**src/rtl/grayscale_frame_ctrl.sv**
```systemverilog
// -----------------------------------------------------------------------------
// grayscale_frame_ctrl
//   Sequences one frame of RGB pixels through the grayscale converter datapath.
//   Issues linear reads to the source RGB frame RAM and follows every issued
//   read through the RAM and converter latencies. Each result is written to the
//   destination gray frame RAM at the address it was read from.
//
// Ports
//   clk        in   system clock, rising edge
//   rst_n      in   asynchronous active-low reset
//   start      in   pulse, begins a frame (taken only when idle)
//   pause      in   level, holds off new reads; in-flight pixels still complete
//   abort      in   pulse, stops reading, drains in-flight pixels, no done
//   src_rd_en  out  source RAM read enable
//   src_addr   out  source RAM read address
//   cvt_valid  out  converter input data valid (read enable delayed RD_LAT)
//   dst_wr_en  out  destination RAM write enable (read enable delayed RD_LAT+CVT_LAT)
//   dst_addr   out  destination RAM write address (holds its last value)
//   busy       out  frame in progress (RUN or DRAIN)
//   row_end    out  pulse with the write of the last pixel of each row
//   done       out  one-cycle pulse after the last pixel of a full frame is written
// -----------------------------------------------------------------------------
module grayscale_frame_ctrl #(
   parameter int IMG_W   = 640,
   parameter int IMG_H   = 480,
   parameter int ADDR_W  = 19,
   parameter int RD_LAT  = 1,
   parameter int CVT_LAT = 1
) (
   input  logic              clk,
   input  logic              rst_n,
   input  logic              start,
   input  logic              pause,
   input  logic              abort,
   output logic              src_rd_en,
   output logic [ADDR_W-1:0] src_addr,
   output logic              cvt_valid,
   output logic              dst_wr_en,
   output logic [ADDR_W-1:0] dst_addr,
   output logic              busy,
   output logic              row_end,
   output logic              done
);

   localparam int PIPE_D = RD_LAT + CVT_LAT;
   localparam int X_W    = $clog2(IMG_W);
   localparam int Y_W    = (IMG_H > 1) ? $clog2(IMG_H) : 1;
   localparam logic [X_W-1:0] X_LAST = X_W'(IMG_W - 1);
   localparam logic [Y_W-1:0] Y_LAST = Y_W'(IMG_H - 1);

   typedef enum logic [1:0] {S_IDLE, S_RUN, S_DRAIN, S_DONE} state_t;

   state_t            r_state;
   state_t            w_next_state;
   logic [X_W-1:0]    r_x;
   logic [Y_W-1:0]    r_y;
   logic [ADDR_W-1:0] r_rd_ptr;
   logic              r_aborted;
   logic [PIPE_D-1:0] r_vld;
   logic [PIPE_D-1:0] r_col_last;
   logic [ADDR_W-1:0] r_addr_pipe [PIPE_D];

   logic w_issue;
   logic w_last_pix;
   logic w_pipe_drained;

   // abort has priority over pause and suppresses the read in its own cycle
   assign w_issue    = (r_state == S_RUN) && !pause && !abort;
   assign w_last_pix = (r_x == X_LAST) && (r_y == Y_LAST);
   // Every stage except the output one is empty: the pixel leaving this cycle
   // is the last, so the next state can already signal completion.
   assign w_pipe_drained = (r_vld[PIPE_D-2:0] == '0);

   // State register
   always_ff @(posedge clk or negedge rst_n) begin
      if (!rst_n) r_state <= S_IDLE;
      else        r_state <= w_next_state;
   end

   // Next-state logic
   always_comb begin
      w_next_state = r_state;
      case (r_state)
         S_IDLE:  if (start) w_next_state = S_RUN;
         S_RUN: begin
            if (abort)                    w_next_state = S_DRAIN;
            else if (!pause && w_last_pix) w_next_state = S_DRAIN;
         end
         S_DRAIN: if (w_pipe_drained) w_next_state = r_aborted ? S_IDLE : S_DONE;
         S_DONE:  w_next_state = S_IDLE;
         default: w_next_state = S_IDLE;
      endcase
   end

   // Output logic
   always_comb begin
      src_rd_en = w_issue;
      src_addr  = r_rd_ptr;
      busy      = (r_state == S_RUN) || (r_state == S_DRAIN);
      done      = (r_state == S_DONE);
      cvt_valid = r_vld[RD_LAT-1];
      dst_wr_en = r_vld[PIPE_D-1];
      dst_addr  = r_addr_pipe[PIPE_D-1];
      row_end   = r_vld[PIPE_D-1] && r_col_last[PIPE_D-1];
   end

   // Pixel position and read pointer; the pointer stops on the last pixel so
   // it never leaves the frame.
   always_ff @(posedge clk or negedge rst_n) begin
      if (!rst_n) begin
         r_x      <= '0;
         r_y      <= '0;
         r_rd_ptr <= '0;
      end else if ((r_state == S_IDLE) && start) begin
         r_x      <= '0;
         r_y      <= '0;
         r_rd_ptr <= '0;
      end else if (w_issue && !w_last_pix) begin
         r_rd_ptr <= r_rd_ptr + ADDR_W'(1);
         if (r_x == X_LAST) begin
            r_x <= '0;
            r_y <= r_y + Y_W'(1);
         end else begin
            r_x <= r_x + X_W'(1);
         end
      end
   end

   always_ff @(posedge clk or negedge rst_n) begin
      if (!rst_n)                                r_aborted <= 1'b0;
      else if ((r_state == S_IDLE) && start)     r_aborted <= 1'b0;
      else if ((r_state == S_RUN) && abort)      r_aborted <= 1'b1;
   end

   // In-flight pixel pipe. An address stage only loads when the stage before
   // it holds a valid pixel, so the output stage keeps the last written address.
   always_ff @(posedge clk or negedge rst_n) begin
      if (!rst_n) begin
         r_vld      <= '0;
         r_col_last <= '0;
         for (int i = 0; i < PIPE_D; i++) r_addr_pipe[i] <= '0;
      end else begin
         r_vld      <= {r_vld[PIPE_D-2:0], w_issue};
         r_col_last <= {r_col_last[PIPE_D-2:0], (r_x == X_LAST)};
         if (w_issue) r_addr_pipe[0] <= r_rd_ptr;
         for (int i = 1; i < PIPE_D; i++) begin
            if (r_vld[i-1]) r_addr_pipe[i] <= r_addr_pipe[i-1];
         end
      end
   end

endmodule
```
**config.mk**
```make
export PLATFORM = sky130hd
export DESIGN_NAME = grayscale_frame_ctrl
export DESIGN_NICKNAME = d
export VERILOG_FILES = /design/src/rtl/grayscale_frame_ctrl.sv
export SDC_FILE = /design/constraint.sdc
export NUM_CORES = 1
export LEC_CHECK = 0
export CELL_PAD_IN_SITES_DETAIL_PLACEMENT = 1
export CELL_PAD_IN_SITES_GLOBAL_PLACEMENT = 1
export CORE_MARGIN = 4
export CORE_UTILIZATION = 42
export DETAILED_ROUTE_END_ITERATION = 10
export PLACE_DENSITY = 0.85
export RECOVER_POWER = 25
export REMOVE_ABC_BUFFERS = 1
export SLEW_MARGIN = 20
export SYNTH_ARGS = -nofsm -noshare
export SYNTH_HDL_FRONTEND = slang
export SYNTH_SLANG_ARGS = --single-unit
```
**constraint.sdc**
```tcl
create_clock -name clk -period 3.7 [get_ports clk]
set_input_delay 0.74 -clock clk [delete_from_list [all_inputs] [get_ports clk]]
set_output_delay 0.74 -clock clk [all_outputs]
set_load 0.01 [all_outputs]
```
==> results of run 1 <==
[flip-flops by register name, summed over array words and instances, names as in the netlist]
| register | cells |
|---|---|
| dst_addr | 19 |
| r_addr_pipe | 19 |
| src_addr | 19 |
| r_x | 10 |
| r_y | 9 |
| r_col_last | 2 |
| r_state | 2 |
| r_vld | 2 |
| r_aborted | 1 |
[layout make-up]
type                    instances  area share
flip-flops and latches         83       0.443
multi-input cells             265       0.367
repair buffers                 53       0.109
well taps                     129      0.0344
clock buffers                  10      0.0272
clock inverters                 6      0.0104
inverters                       9     0.00881
[how the worst max path moves through the flow]
stage / start / cells past startpoint / slack [ps] / endpoint
after floorplan: abort / 6 / 940 / src_addr[13]$_DFFE_PN0P_
after global placement: abort / 4 / 560 / src_rd_en
after detailed placement: abort / 4 / 540 / src_rd_en
after CTS: abort / 4 / 530 / src_rd_en
after global routing: r_state[1]$_DFFE_PN0P_ / 6 / 460 / src_rd_en
final: abort / 4 / 550 / src_rd_en
[cell families after synthesis]
| family | share of synthesized area |
|---|---|
| xor+xnor | 0.0558 |
| flops | 0.509 |
| compound gates | 0.0852 |
| fa+ha+maj | 0.0245 |
| buf+inv | 0.0695 |
| simple gates | 0.198 |
| mux | 0.0585 |
[per-layer routing]
layer  part of all wire  global-route usage
met5                  0                   0
met4              0.016              0.0521
met3              0.030              0.0283
met2               0.51               0.299
met1               0.44               0.207
[cell usage after synthesis, drive strengths merged, types with 2 or more instances]
cell type and number:
a2111oi 8, and2 2, o21ai 8, nor2 36, a31o 3, a211oi 8, dfrtp 83, ha 8
a31oi 3, mux2 20, xnor2 26, nand2b 3, a21oi 6, nor3 3, buf 25, or3 3
nand2 85, a21o 2, clkbuf 13, nand4 8, nand3 13, and4 3, nor4 8, inv 8
[critical path: stages]
cell and delay, ps:
sky130_fd_sc_hd__clkdlybuf4s50_1 440, sky130_fd_sc_hd__or3_1 420, sky130_fd_sc_hd__clkinv_4 220, sky130_fd_sc_hd__clkdlybuf4s50_1 590
[power groups by stage]
stage	Combinational (mW)	Clock, mW	Sequential, mW
floorplan	0.275	0	1.11
global placement	0.503	0	1.10
detailed placement	0.528	0	1.11
CTS	0.530	0.605	1.09
global route	0.575	0.642	1.11
finish	0.516	0.588	1.09
[stage by stage]
step / utilization / power, mW / cells / hold WS, ps
after floorplan: - / 1.38 / 357 / 331
after global placement: 0.482 / 1.61 / 539 / 333
after detailed placement: 0.482 / 1.64 / 539 / 336
after global routing: 0.500 / 2.32 / 555 / 377
after CTS: 0.501 / 2.23 / 555 / 356
final: 0.500 / 2.20 / 555 / 355
==> impl_metrics.env, run 1 <==
export IMPL_postSynthRegisterBits=83
export IMPL_floorplan_die_height_um=107
export IMPL_seq_area_frac_synth=0.509
export IMPL_detailedRoute_firstPassIterationCount=4
export IMPL_first_global_vias=3167
export IMPL_total_nets_final=434
export IMPL_seq_area_um2=2080
export IMPL_cap_violations=1
export IMPL_placed_area_um2=4520
export IMPL_wire_per_inst_um=16.2
export IMPL_count_of_different_cell_masters_after_synthesis=48
export IMPL_initialDrtViolationCount=113
export IMPL_area_growth_syn_to_layout_pct=14.8
export IMPL_post_route_min_period_ps=3150
export IMPL_hold_viol_final=0
export IMPL_post_route_drc_count=0
export IMPL_slew_violations=84
export IMPL_root_buffer="sky130_fd_sc_hd__clkbuf_8"
export IMPL_power_internal_mw=1.48
export IMPL_grt_max_degree=84
export IMPL_maxSlewHeadroom=-0.367
export IMPL_cts_inserted_buffers=9
export IMPL_cts_clk_slew_worst_paths_ps=90
export IMPL_finalSetupViolations=0
export IMPL_floorplan_core_area_um2=9370
export IMPL_via_total_after_detailed_routing=2906
export IMPL_reg2reg_slack_ps=1090
export IMPL_initial_utilization=0.436
export IMPL_hpwl_mm=5.99
export IMPL_holdCritStartpoint="r_col_last[0]$_DFF_PN0_"
export IMPL_drt_vias_per_instance=5.24
export IMPL_layout_drive_gt1_share=0.141
export IMPL_net_switching_mw=0.713
export IMPL_rsz0062_at_grt="false"
export IMPL_wirelength_mm=8.98
export IMPL_post_cts_resized=0
export IMPL_sink_count=83
export IMPL_postSynthAreaPerCell_um2=10.3
export IMPL_share_clk_of_total_power=0.268
export IMPL_power_density_nw_per_um2=469
export IMPL_clock_skew_final_ps=13.7
export IMPL_worst_setup_path_type="in -> out"
export IMPL_final_setup_worst_slack_ps=549
export IMPL_mostFrequentLayoutCells="85 x sky130_fd_sc_hd__nand2_1, 83 x sky130_fd_sc_hd__dfrtp_1, 47 x sky130_fd_sc_hd__clkdlybuf4s50_1"
export IMPL_part_of_the_total_power_dissipated_in_sequential_elements=0.497
export IMPL_fin_area_um2=4690
export IMPL_synth_area_um2=4080
export IMPL_whs_endpoint="r_col_last[1]$_DFF_PN0_"
export IMPL_timing_fmax_mhz=317
export IMPL_library_cell_with_the_largest_summed_area_after_synthesis="sky130_fd_sc_hd__dfrtp_1"
export IMPL_status="finished with violations"
export IMPL_clk_insertion_delay_late_ps=360
export IMPL_cts_setup_buffers=0
export IMPL_die_x_um=107
export IMPL_vdd_drop_max_mv=0.191
export IMPL_place_gp_congestion=0.764
export IMPL_critical_path_reg2reg_startpoint="r_x[0]$_DFFE_PN0P_"
export IMPL_floorplan_io_pins=49
export IMPL_groute_usage_overall=0.167
export IMPL_power_switching_fraction=0.325
export IMPL_worst_pin_slew_ps=2050
export IMPL_rr_endpoint="r_state[0]$_DFFE_PN0P_"
export IMPL_hp_class="reg -> reg"
export IMPL_die_area_um2=11400
export IMPL_std_cell_rows=35
export IMPL_r2r_cell_count=7
export IMPL_fillerInstances=1057
export IMPL_static_leakage_nw=2.04
export IMPL_worstHoldPathCells=0
export IMPL_worst_path_max_fanout=27
export IMPL_clock_tree_htree_level_count=3
export IMPL_synth_edf_count=0
export IMPL_number_of_antenna_violations_at_the_first_check_in_global_routing=0
export IMPL_ys_warnings_count=0
export IMPL_syn_inst=395
export IMPL_arrival_ps=2410
export IMPL_ant_nets=0
export IMPL_violations="max-capacitance violations, max-slew violations"
export IMPL_n_antenna_cell=0
export IMPL_tritoncts="built"
export IMPL_max_clock_path_buffers=2
export IMPL_leading_cell_type_in_the_layout_fill_and_taps_excluded="sky130_fd_sc_hd__nand2_1"
export IMPL_final_period_utilization=0.852
export IMPL_synth_async_reset_ratio=1.00
export IMPL_synthFlopType="sky130_fd_sc_hd__dfrtp_1"
export IMPL_preCtsSetupSlack_ps=538
export IMPL_power_share_combinational=0.235
export IMPL_post_synth_top_area_fraction=0.509
export IMPL_worst_setup_path_end_kind="output port"
export IMPL_cts_hold_buf=0
export IMPL_global_route_overflow_total=0
export IMPL_yosys_top_cells_area="sky130_fd_sc_hd__dfrtp_1 51%, sky130_fd_sc_hd__nand2_1 7.8%, sky130_fd_sc_hd__xnor2_1 5.6%"
export IMPL_numPortBuffers=48
export IMPL_wire_length_of_the_first_global_routing_pass_mm=15.5
export IMPL_cp_start_kind="input port"
export IMPL_multi_input_logic_area_um2=1720
export IMPL_worst_endpoint_required_ps=2960
export IMPL_setup_tns_ps=0
Note: power is estimated with default switching activity, not from simulation.
==> inputs of run 2 (changes only) <==
--- a/config.mk
+++ b/config.mk
@@ -8,9 +8,9 @@
 export CELL_PAD_IN_SITES_DETAIL_PLACEMENT = 1
 export CELL_PAD_IN_SITES_GLOBAL_PLACEMENT = 1
 export CORE_MARGIN = 4
-export CORE_UTILIZATION = 42
+export CORE_UTILIZATION = 41
 export DETAILED_ROUTE_END_ITERATION = 10
-export PLACE_DENSITY = 0.85
+export PLACE_DENSITY = 0.83
 export RECOVER_POWER = 25
 export REMOVE_ABC_BUFFERS = 1
 export SLEW_MARGIN = 20
==> run 2 against run 1 <==
Compared with the run above:
- critical endpoint unchanged
- total power up 8.3%
- clock skew down 3.2 ps
- clock power up 30%
- largest cell class unchanged
- critical path depth up 2
- first-iteration DRC count up 29%
- sequential power about the same
- register-to-register slack about the same
- the run still ends with max-capacitance violations, max-slew violations left
- clock-buffer cell count unchanged
- utilization down 1.2 points
- wire length up 3.3%
==> impl_metrics.env, run 2 (synthesis gave the netlist of run 1 again) <==
export IMPL_status="finished with violations"
export IMPL_violations="max-capacitance violations, max-slew violations"
export IMPL_grt_use_met3=0.0390
export IMPL_total_nets_final=434
export IMPL_initialDrtViolationCount=146
export IMPL_maxSlewHeadroom=-0.392
export IMPL_cts_hold_buf=0
export IMPL_post_route_min_period_ps=3100
export IMPL_worst_setup_path_type="reg -> out"
export IMPL_wire_per_inst_um=16.6
export IMPL_hpwl_mm=6.18
export IMPL_floorplan_io_pins=49
export IMPL_via_total_after_detailed_routing=2975
export IMPL_post_route_drc_count=0
export IMPL_cts_inserted_buffers=9
export IMPL_max_clock_path_buffers=2
export IMPL_mostFrequentLayoutCells="85 x sky130_fd_sc_hd__nand2_1, 83 x sky130_fd_sc_hd__dfrtp_1, 47 x sky130_fd_sc_hd__clkdlybuf4s50_1"
export IMPL_leading_cell_type_in_the_layout_fill_and_taps_excluded="sky130_fd_sc_hd__nand2_1"
export IMPL_post_cts_resized=0
export IMPL_sink_count=83
export IMPL_number_of_antenna_violations_at_the_first_check_in_global_routing=0
export IMPL_rsz0062_at_grt="false"
export IMPL_wire_length_of_the_first_global_routing_pass_mm=15.2
export IMPL_die_x_um=108
export IMPL_cp_num_buf_inv=4
export IMPL_cp_start_kind="flop"
export IMPL_slew_violations=84
export IMPL_power_density_nw_per_um2=501
export IMPL_numPortBuffers=48
export IMPL_grt_busiest_layer="met2"
export IMPL_ant_nets=0
export IMPL_place_gp_congestion=0.764
export IMPL_worst_path_max_fanout=16
export IMPL_clock_skew_final_ps=10.5
export IMPL_first_global_vias=3069
export IMPL_floorplan_core_area_um2=9730
export IMPL_hold_viol_final=0
export IMPL_initial_utilization=0.420
export IMPL_clock_tree_htree_level_count=3
export IMPL_tritoncts="built"
export IMPL_die_area_um2=11600
export IMPL_worst_endpoint_required_ps=2960
export IMPL_vdd_drop_max_mv=0.180
export IMPL_timing_critical_path_max_delay_family="buffers and inverters"
export IMPL_worst_pin_slew_ps=2090
export IMPL_overall_power_consumption_mw=2.38
export IMPL_slowest_delay_ps=570
export IMPL_critical_path_most_common_cell="sky130_fd_sc_hd__inv_1"
export IMPL_root_buffer="sky130_fd_sc_hd__clkbuf_8"
export IMPL_critical_path_slowest_cell="sky130_fd_sc_hd__clkdlybuf4s50_1"
export IMPL_cts_clk_slew_worst_paths_ps=80
export IMPL_arrival_ps=2360
export IMPL_timing_fmax_mhz=323
export IMPL_met1_usage=0.206
export IMPL_std_cell_rows=36
export IMPL_groute_usage_overall=0.167
export IMPL_critical_path_cell_chain="inv_1, ha_1, inv_1, or3_1, clkinv_4, clkdlybuf4s50_1"
export IMPL_n_antenna_cell=0
export IMPL_grt_max_degree=84
export IMPL_finalSetupViolations=0
export IMPL_setup_tns_ps=0
export IMPL_cts_setup_buffers=0
export IMPL_final_period_utilization=0.838
export IMPL_wirelength_mm=9.27
export IMPL_cap_violations=1
export IMPL_area_growth_syn_to_layout_pct=16.2
export IMPL_detailedRoute_firstPassIterationCount=4
export IMPL_clk_insertion_delay_late_ps=350
export IMPL_worst_setup_path_end_kind="output port"
export IMPL_drt_vias_per_instance=5.33
export IMPL_layout_drive_gt1_share=0.139
export IMPL_global_route_usage_met2=0.291
export IMPL_hp_class="reg -> reg"
export IMPL_static_leakage_nw=2.07
export IMPL_floorplan_die_height_um=108
export IMPL_global_route_overflow_total=0
## run 2: changes by cell type in the layout (fill, tap and decap cells not counted), sizes merged
cell	delta
bufinv	+3
clkinvlp	-2
inv	-2
## run 2: worst reg2reg max path, stage by stage, from the launching register on
cell	delay [ps]
sky130_fd_sc_hd__dfrtp_1	420
sky130_fd_sc_hd__ha_1	260
sky130_fd_sc_hd__nand3_1	200
sky130_fd_sc_hd__or3_1	450
sky130_fd_sc_hd__inv_4	230
sky130_fd_sc_hd__a311oi_1	420
sky130_fd_sc_hd__nand2b_4	210
sky130_fd_sc_hd__mux2_4	310
## run 2: metal layers
layer,vias to the layer above,share of wire
met2,51,0.52
met3,10,0.037
met4,0,0.015
met1,1534,0.42
li1,1380,-
met5,-,0
## run 2: path summary, 6_finish.rpt
kind | start | end | slack [ps] | cells after the start
setup reg to reg | r_x[0]$_DFFE_PN0P_ | r_state[0]$_DFFE_PN0P_ | 1090 | 7
max in group asynchronous | rst_n | r_y[8]$_DFFE_PN0P_ | 1500 | 1
hold / removal | r_col_last[0]$_DFF_PN0_ | r_col_last[1]$_DFF_PN0_ | 360 | 0
setup / recovery | r_state[1]$_DFFE_PN0P_ | src_rd_en | 600 | 6
hold reg to reg | r_col_last[0]$_DFF_PN0_ | r_col_last[1]$_DFF_PN0_ | 360 | 0
min in group asynchronous | rst_n | src_addr[14]$_DFFE_PN0P_ | 990 | 1
## run 2: final cells by class
cell class                 count  area, µm²
clock buffer                  10        128
multi-input combinational    265       1720
timing repair buffer          53        509
tap                          133        166
fill                        1106       4980
clock inverter                 5        103
inverter                       9       41.3
sequential                    83       2080
## run 2: report_power, final
group | total, mW | switching (mW) | internal [mW]
combinational | 0.521 | 0.288 | 0.233
clock | 0.764 | 0.320 | 0.444
sequential | 1.09 | 0.0947 | 0.999
total | 2.38 | 0.703 | 1.68
## run 2: per-stage QoR
step | area (µm²) | instances | setup WS (ps) | utilization | hold slack [ps]
floorplan | 3840 | 357 | 935 | - | 331
global placement | 4520 | 543 | 631 | 0.465 | 334
detailed placement | 4520 | 543 | 610 | 0.465 | 346
CTS | 4750 | 558 | 577 | 0.489 | 364
global route | 4750 | 558 | 492 | 0.488 | 368
finish | 4750 | 558 | 601 | 0.488 | 363
